===== src/rtl/vga_sync.sv =====
// ============================================================================
// vga_sync : pixel-clock prescaler and VGA raster timing generator
// Revision : 1.0
// ============================================================================
`default_nettype none

module vga_sync #(
  parameter int CLK_DIV = 2,
  parameter int H_DISP  = 640,
  parameter int H_FP    = 16,
  parameter int H_SYNC  = 96,
  parameter int H_BP    = 48,
  parameter int V_DISP  = 480,
  parameter int V_FP    = 10,
  parameter int V_SYNC  = 2,
  parameter int V_BP    = 33
) (
  input  logic       clk,
  input  logic       rstn,
  output logic       p_tick,
  output logic [9:0] pixel_x,
  output logic [9:0] pixel_y,
  output logic       video_on,
  output logic       hsync,
  output logic       vsync,
  output logic       frame_tick
);

  localparam int H_TOTAL = H_DISP + H_FP + H_SYNC + H_BP;
  localparam int V_TOTAL = V_DISP + V_FP + V_SYNC + V_BP;
  localparam int PW      = (CLK_DIV > 1) ? $clog2(CLK_DIV) : 1;

  localparam logic [PW-1:0] C_DIV_LAST = PW'(CLK_DIV - 1);
  localparam logic [9:0]    C_H_LAST   = 10'(H_TOTAL - 1);
  localparam logic [9:0]    C_V_LAST   = 10'(V_TOTAL - 1);
  localparam logic [9:0]    C_H_DISP   = 10'(H_DISP);
  localparam logic [9:0]    C_V_DISP   = 10'(V_DISP);
  localparam logic [9:0]    C_HS_START = 10'(H_DISP + H_FP);
  localparam logic [9:0]    C_HS_END   = 10'(H_DISP + H_FP + H_SYNC);
  localparam logic [9:0]    C_VS_START = 10'(V_DISP + V_FP);
  localparam logic [9:0]    C_VS_END   = 10'(V_DISP + V_FP + V_SYNC);

  logic [PW-1:0] presc_q, presc_d;
  logic [9:0]    pixel_x_q, pixel_x_d;
  logic [9:0]    pixel_y_q, pixel_y_d;
  logic          hsync_q, hsync_d;
  logic          vsync_q, vsync_d;
  logic          video_on_q, video_on_d;
  logic          frame_tick_q, frame_tick_d;
  logic          pix_adv;

  assign pix_adv = (presc_q == C_DIV_LAST);

  // Undivided clock: the strobe follows reset directly so it is high from release on.
  generate
    if (CLK_DIV == 1) begin : g_div1
      assign p_tick = rstn;
    end else begin : g_divn
      assign p_tick = pix_adv;
    end
  endgenerate

  always_comb begin
    presc_d      = pix_adv ? '0 : presc_q + PW'(1);
    pixel_x_d    = pixel_x_q;
    pixel_y_d    = pixel_y_q;
    frame_tick_d = 1'b0;
    if (pix_adv) begin
      if (pixel_x_q == C_H_LAST) begin
        pixel_x_d = '0;
        if (pixel_y_q == C_V_LAST) begin
          pixel_y_d    = '0;
          frame_tick_d = 1'b1;
        end else begin
          pixel_y_d = pixel_y_q + 10'd1;
        end
      end else begin
        pixel_x_d = pixel_x_q + 10'd1;
      end
    end
    // Decoded from the next position so the flags line up with the counters.
    hsync_d    = !((pixel_x_d >= C_HS_START) && (pixel_x_d < C_HS_END));
    vsync_d    = !((pixel_y_d >= C_VS_START) && (pixel_y_d < C_VS_END));
    video_on_d = (pixel_x_d < C_H_DISP) && (pixel_y_d < C_V_DISP);
  end

  always_ff @(posedge clk or negedge rstn) begin
    if (!rstn) begin
      presc_q      <= '0;
      pixel_x_q    <= '0;
      pixel_y_q    <= '0;
      hsync_q      <= 1'b1;
      vsync_q      <= 1'b1;
      video_on_q   <= 1'b1;
      frame_tick_q <= 1'b0;
    end else begin
      presc_q      <= presc_d;
      pixel_x_q    <= pixel_x_d;
      pixel_y_q    <= pixel_y_d;
      hsync_q      <= hsync_d;
      vsync_q      <= vsync_d;
      video_on_q   <= video_on_d;
      frame_tick_q <= frame_tick_d;
    end
  end

  assign pixel_x    = pixel_x_q;
  assign pixel_y    = pixel_y_q;
  assign hsync      = hsync_q;
  assign vsync      = vsync_q;
  assign video_on   = video_on_q;
  assign frame_tick = frame_tick_q;

endmodule

`default_nettype wire


===== config.mk =====
export PLATFORM = sky130hd
export DESIGN_NAME = vga_sync
export DESIGN_NICKNAME = d
export VERILOG_FILES = /design/src/rtl/vga_sync.sv
export SDC_FILE = /design/constraint.sdc
export NUM_CORES = 1
export LEC_CHECK = 0
export BUFFER_PORTS_ARGS = -buffer_cell sky130_fd_sc_hd__buf_2
export CORE_MARGIN = 4
export CORE_UTILIZATION = 54
export DETAILED_ROUTE_END_ITERATION = 16
export PLACE_DENSITY = 0.8
export SETUP_SLACK_MARGIN = 0.2
export SYNTH_ARGS = -nofsm -noshare
export SYNTH_HDL_FRONTEND = slang
export SYNTH_SLANG_ARGS = --single-unit

===== constraint.sdc =====
create_clock -name clk -period 3 [get_ports clk]
set_input_delay 0.75 -clock clk [delete_from_list [all_inputs] [get_ports clk]]
set_output_delay 0.75 -clock clk [all_outputs]
set_load 0.1 [all_outputs]

# Yosys cells after proc, flatten, opt, wreduce, memory -nomap -nowiden
# Index checks and enable logic that the tools add are counted.
# classes
add_sub_neg	3
order_cmp	6
n_eq_ne	2
muxes	9
reduce_logical	5
# ops
cell	count
two-way mux 10 bit	5
adder 10 x 1 -> 10 bit, second input constant	2
equality test 10 bit, second input constant	2
less-than comparator 10 bit, second input constant	2
less-than comparator 10 x 9 -> 1 bit, second input constant	2
greater-or-equal comparator 10 bit, second input constant	1
greater-or-equal comparator 10 x 9 -> 1 bit, second input constant	1
two-way mux 1 bit	4
logical AND 1 bit	3
zero test 1 bit	2
adder 1 bit, second input constant	1
# word_totals
register_bits	25
out_inout_bits	25
word_cells	32

# Depth between registers and ports, before layout
# depth
ltp_word	7
ltp_mapped	8
ltp_nobuf	7

# Worst setup path after synthesis
# OpenSTA, ideal clock, no wires.
# synth_timing
path_kind	reg2reg
start	register pixel_x_q[5], in the netlist pixel_x[5]
end	register vsync_q, in the netlist vsync
setup_ns	0.099
arrival_ns	2.635
path_slack_ns	0.266
path_stages_with_launch	9
n_path_buf	3
cell_sequence	dfrtp_1 > buf_6 > or4b_1 > buf_2 > or3_1 > buf_2 > or3_1 > o21ai_2 > o2111ai_2
# synth_between
elab_chain_len	6
# synth_lines
item	line	source
from (decl)	44	logic [9:0] pixel_x_q, pixel_x_d;
from (signal assigned)	98	pixel_x_q <= pixel_x_d;
equality test 10 bit *	69	if (pixel_x_q == C_H_LAST) begin
two-way mux 10 bit *	69	
two-way mux 10 bit *	68	if (pix_adv) begin
net pixel_y_d[3]	45	logic [9:0] pixel_y_q, pixel_y_d;
greater-or-equal comparator 10 x 9 -> 1 bit or less-than comparator 10 x 9 -> 1 bit (tied branches)	83	vsync_d = !((pixel_y_d >= C_VS_START) && (pixel_y_d < C_VS_END));
logical AND 1 bit *	83	
zero test 1 bit *	83	
net vsync_d	47	logic vsync_q, vsync_d;
to (signal assigned)	101	vsync_q <= vsync_d;
to (decl)	47	
# Mark *: on every way through the listed nets, which the timed path passes. The rest lies on a longest branch.

# Final worst setup path
# layout_timing
start	register pixel_x_q[5], in the netlist pixel_x[5]
end	register video_on_q, in the netlist video_on
# layout_between
elab_chain_len	5
# layout_lines
item	line	source
equality test 10 bit	69	
two-way mux 10 bit	69	
two-way mux 10 bit	68	
net pixel_y_d[9]	45	
less-than comparator 10 x 9 -> 1 bit	84	video_on_d = (pixel_x_d < C_H_DISP) && (pixel_y_d < C_V_DISP);
logical AND 1 bit	84	
net video_on_d	48	logic video_on_q, video_on_d;
to (signal assigned)	102	video_on_q <= video_on_d;
to (decl)	48	
# The timed path passes the listed nets, and every way through them passes these cells.

==> key figures <==
Run status
  • Outcome: finished, final reports clean

Routing
  • Post-route ant nets: 0
  • Starting DRT DRC Count: 61
  • Drt first pass iters: 4
  • Via count: 1,216
  • # DRC: 0
  • Via density: 6.11
  • Routed WL per cell: 16.1 um
  • Drt total wl: 3.21 mm

Global route
  • Grt total ovfl: 0
  • Number of global-route vias before repair: 1,173
  • Initial antenna violation count: 0
  • Largest net degree at the start of global routing: 26
  • GRT Overall Usage: 20.4%
  • First-pass GRT wire length: 5.48 mm

Timing
  • FMAX: 398 MHz
  • Finish-stage setup viols: 0
  • Final hold slack: between 400 and 500 ps
  • Layout Skew: approximately 5.2 ps
  • Slew HR: 58.5%
  • Final Hold Viols: 0
  • Slew @ Worst Pin: 618 ps
  • Final worst-path setup slack: 489 ps
  • RSZ-0062 raised after global routing: false
  • Minimum clock period: 2510 ps
  • Period Utilization, post-route: approximately 84%
  • Max-slew violations: 0
  • Setup TNS: 0 ps

Critical path
  • Startpoint types: register
  • CP delay by family, top: simple AND/OR/NAND/NOR gates
  • Crit-path slowest cell: or4b_1
  • Worst Path Arrival: approximately 2700 ps
  • Most frequent CP cell: nor3_1
  • Worst path bufs/invs: 0
  • Worst-path cell chain: or4b_1 > nor3_1 > o21ai_0 > a22o_1 > nor3_1
  • Worst path max stage delay: 640 ps
  • Worst Path Required: 3230 ps
  • Crit path capture type: register
  • Critical Path Fanout Max: 8
  • Worst Setup Path Type: reg2reg

Floorplanning
  • Die area: 3440 um2
  • Top-Level Pins: 27
  • Die height: 58.7 um
  • Starting Density: 56.5%
  • Die extent in x: 58.7 um
  • Row cnt: 18
  • Core area: about 2500 um2

CTS
  • CTS max path bufs: 2
  • Cts-stage hold buffer count: 0
  • H-tree depth: 1
  • Setup Fix Bufs, Post-CTS: 0
  • Num CTS Buffers: 3
  • Resized cells post-CTS: 0
  • Clock Sinks: 25
  • Clock Latency Late Sink: 310 ps
  • Clk pin slew, worst setup/hold paths: 130 ps
  • Root buf cell: clkbuf_4
  • CTS tree: built

Logic synthesis
  • Syn_nets: 151
  • Count of different cell masters after synthesis: 40
  • Syn_area_per_cell: 9.50 um2
  • Synth area leaders: dfrtp_1 40%, dfstp_2 5.7%, nand4_1 4.5%
  • Synth area leader: dfrtp_1
  • Synth warn: 0
  • Post-synth top area share: 39.7%
  • Sequential area share after synthesis: between 40 and 50%
  • Flops & latches, synth: 25
  • Syn Inst Count: roughly 150
  • Netlist area before placement: 1390 um2

Pwr
  • Peak VDD IR: 0.000232 V
  • PD cells: 319 nW/um2
  • Power, Total: between 0.4 and 0.5 mW
  • Lkg Pwr: 0.712 nW

Cells and area
  • Antenna cells: 0
  • FILL cells: 221
  • Final #Nets: 175
  • Area added between synthesis and finish: 11.5%
  • Share of post-route cells with drive strength above 1: between 20 and 25%
  • Final instance area: 1550 um2

Placed design
  • Post-Place Worst Slack: 541 ps
  • Global placer's final weighted congestion: 0.863
  • Area after DPL: 1520 um2
  • IO buf count: 26
  • Placed wire-length estimate: 2.41 mm

Min path
  • Type of the tightest min-delay check: in2async

Flow run
  • Max-cap violations: 0
-- kinds of logic (layout without fill, tap and decap cells) --
kind of cell               count (synthesis)  count (layout)  synth area share (%)
adders and majority gates                  3               3                  2.71
xor gates and xnor gates                  11              11                  6.94
DFF                                       25              25                  45.4
AOI/OAI and AO/OA                         26              26                  13.5
buffers and inverters                     13              36                  4.33
muxes                                      1               1                 0.721
and+or+nand+nor                           67              67                  26.4
-- state kept, by name, indices dropped and copies added (netlist names) --
signal	count
video_on	1
pixel_x	10
pixel_y	10
p_tick	1
vsync	1
hsync	1
frame_tick	1
-- cell usage in the layout, fill, tap and decap left out, types with 2 or more instances in the layout --
cell,instances
ha_1,3
nand4b_1,2
o211ai_1,3
inv_1,5
nand2_1,15
o21ai_0,5
buf_2,26
nor4_1,5
dfrtp_1,22
a21oi_1,4
clkbuf_4,3
xnor2_1,6
o31ai_1,2
nor3_1,6
nor2b_1,3
nor2_1,8
a21o_1,2
nand4_1,10
or3_1,2
xor2_1,5
dfstp_2,3
nand3_1,8
o21a_1,2
a211o_2,2
-- cell usage after synthesis --
library cell	n
dfstp_2	3
nor4bb_1	1
nor2b_1	3
o2bb2ai_1	1
a21oi_1	4
a22o_1	1
and3_1	1
nand4_1	10
nor3_1	6
a21o_1	2
o2111ai_2	1
xnor2_1	6
nor4_1	5
and2_1	1
ha_1	3
and4_1	1
mux2i_1	1
inv_1	5
o211ai_1	3
o21ai_2	1
o31ai_1	2
nand4b_1	2
nor2_1	8
nand2_1	15
or4b_1	1
buf_6	1
nor4b_1	1
o22ai_1	1
clkbuf_1	4
buf_2	3
xor2_1	5
or3_1	2
nand3_1	8
dfrtp_1	22
a211o_2	2
o21a_1	2
a21boi_1	1
o21ai_0	5
and4b_1	1
and2_2	1
-- per-stage QoR --
stage / instances / util (%)
floorplan: 146 / -
global placement: 195 / 62.0
detailed placement: 195 / 62.0
CTS: 199 / 63.0
global route: 199 / 63.0
finish: 199 / 63.0
-- metal layers --
metal	track usage [%]	part of all wire (%)
met2	35.2	52
met4	5.18	0.37
met3	2.41	5.9
met1	27.2	42
met5	0	0
-- final timing paths --
check / depth (start not counted) / slack (ps) / to / start
min: 1 / 400 / pixel_y[8] / rstn
max: 5 / 490 / video_on / pixel_x[5]
min in group clk: 1 / 550 / pixel_y[5] / pixel_y[5]
max in group asynchronous: 1 / 2210 / video_on / rstn
max reg2reg: 5 / 490 / video_on / pixel_x[5]
min reg2reg: 1 / 550 / pixel_y[5] / pixel_y[5]
-- layout make-up --
class	count	area [um2]	share of cell area (%)
well taps	30	37.5	2.43
multi-input cells	108	698	45.1
repair buffers	27	138	8.89
flip-flops and latches	25	629	40.7
clock buffers	4	26.3	1.70
inverters	5	18.8	1.21
-- power by group --
group          internal, mW  total, mW  switching (mW)  leakage [nW]
logic              0.000466    0.00681         0.00635         0.372
clock network        0.0519      0.150          0.0976        0.0150
registers             0.337      0.337               0         0.325
-- worst reg2reg max path, cell delays in order, from the launching register on --
cell and delay, ps:
dfrtp_1 490, or4b_1 640, nor3_1 560, o21ai_0 190, a22o_1 290, nor3_1 250
No activity file was read; power rests on OpenSTA's default activity.
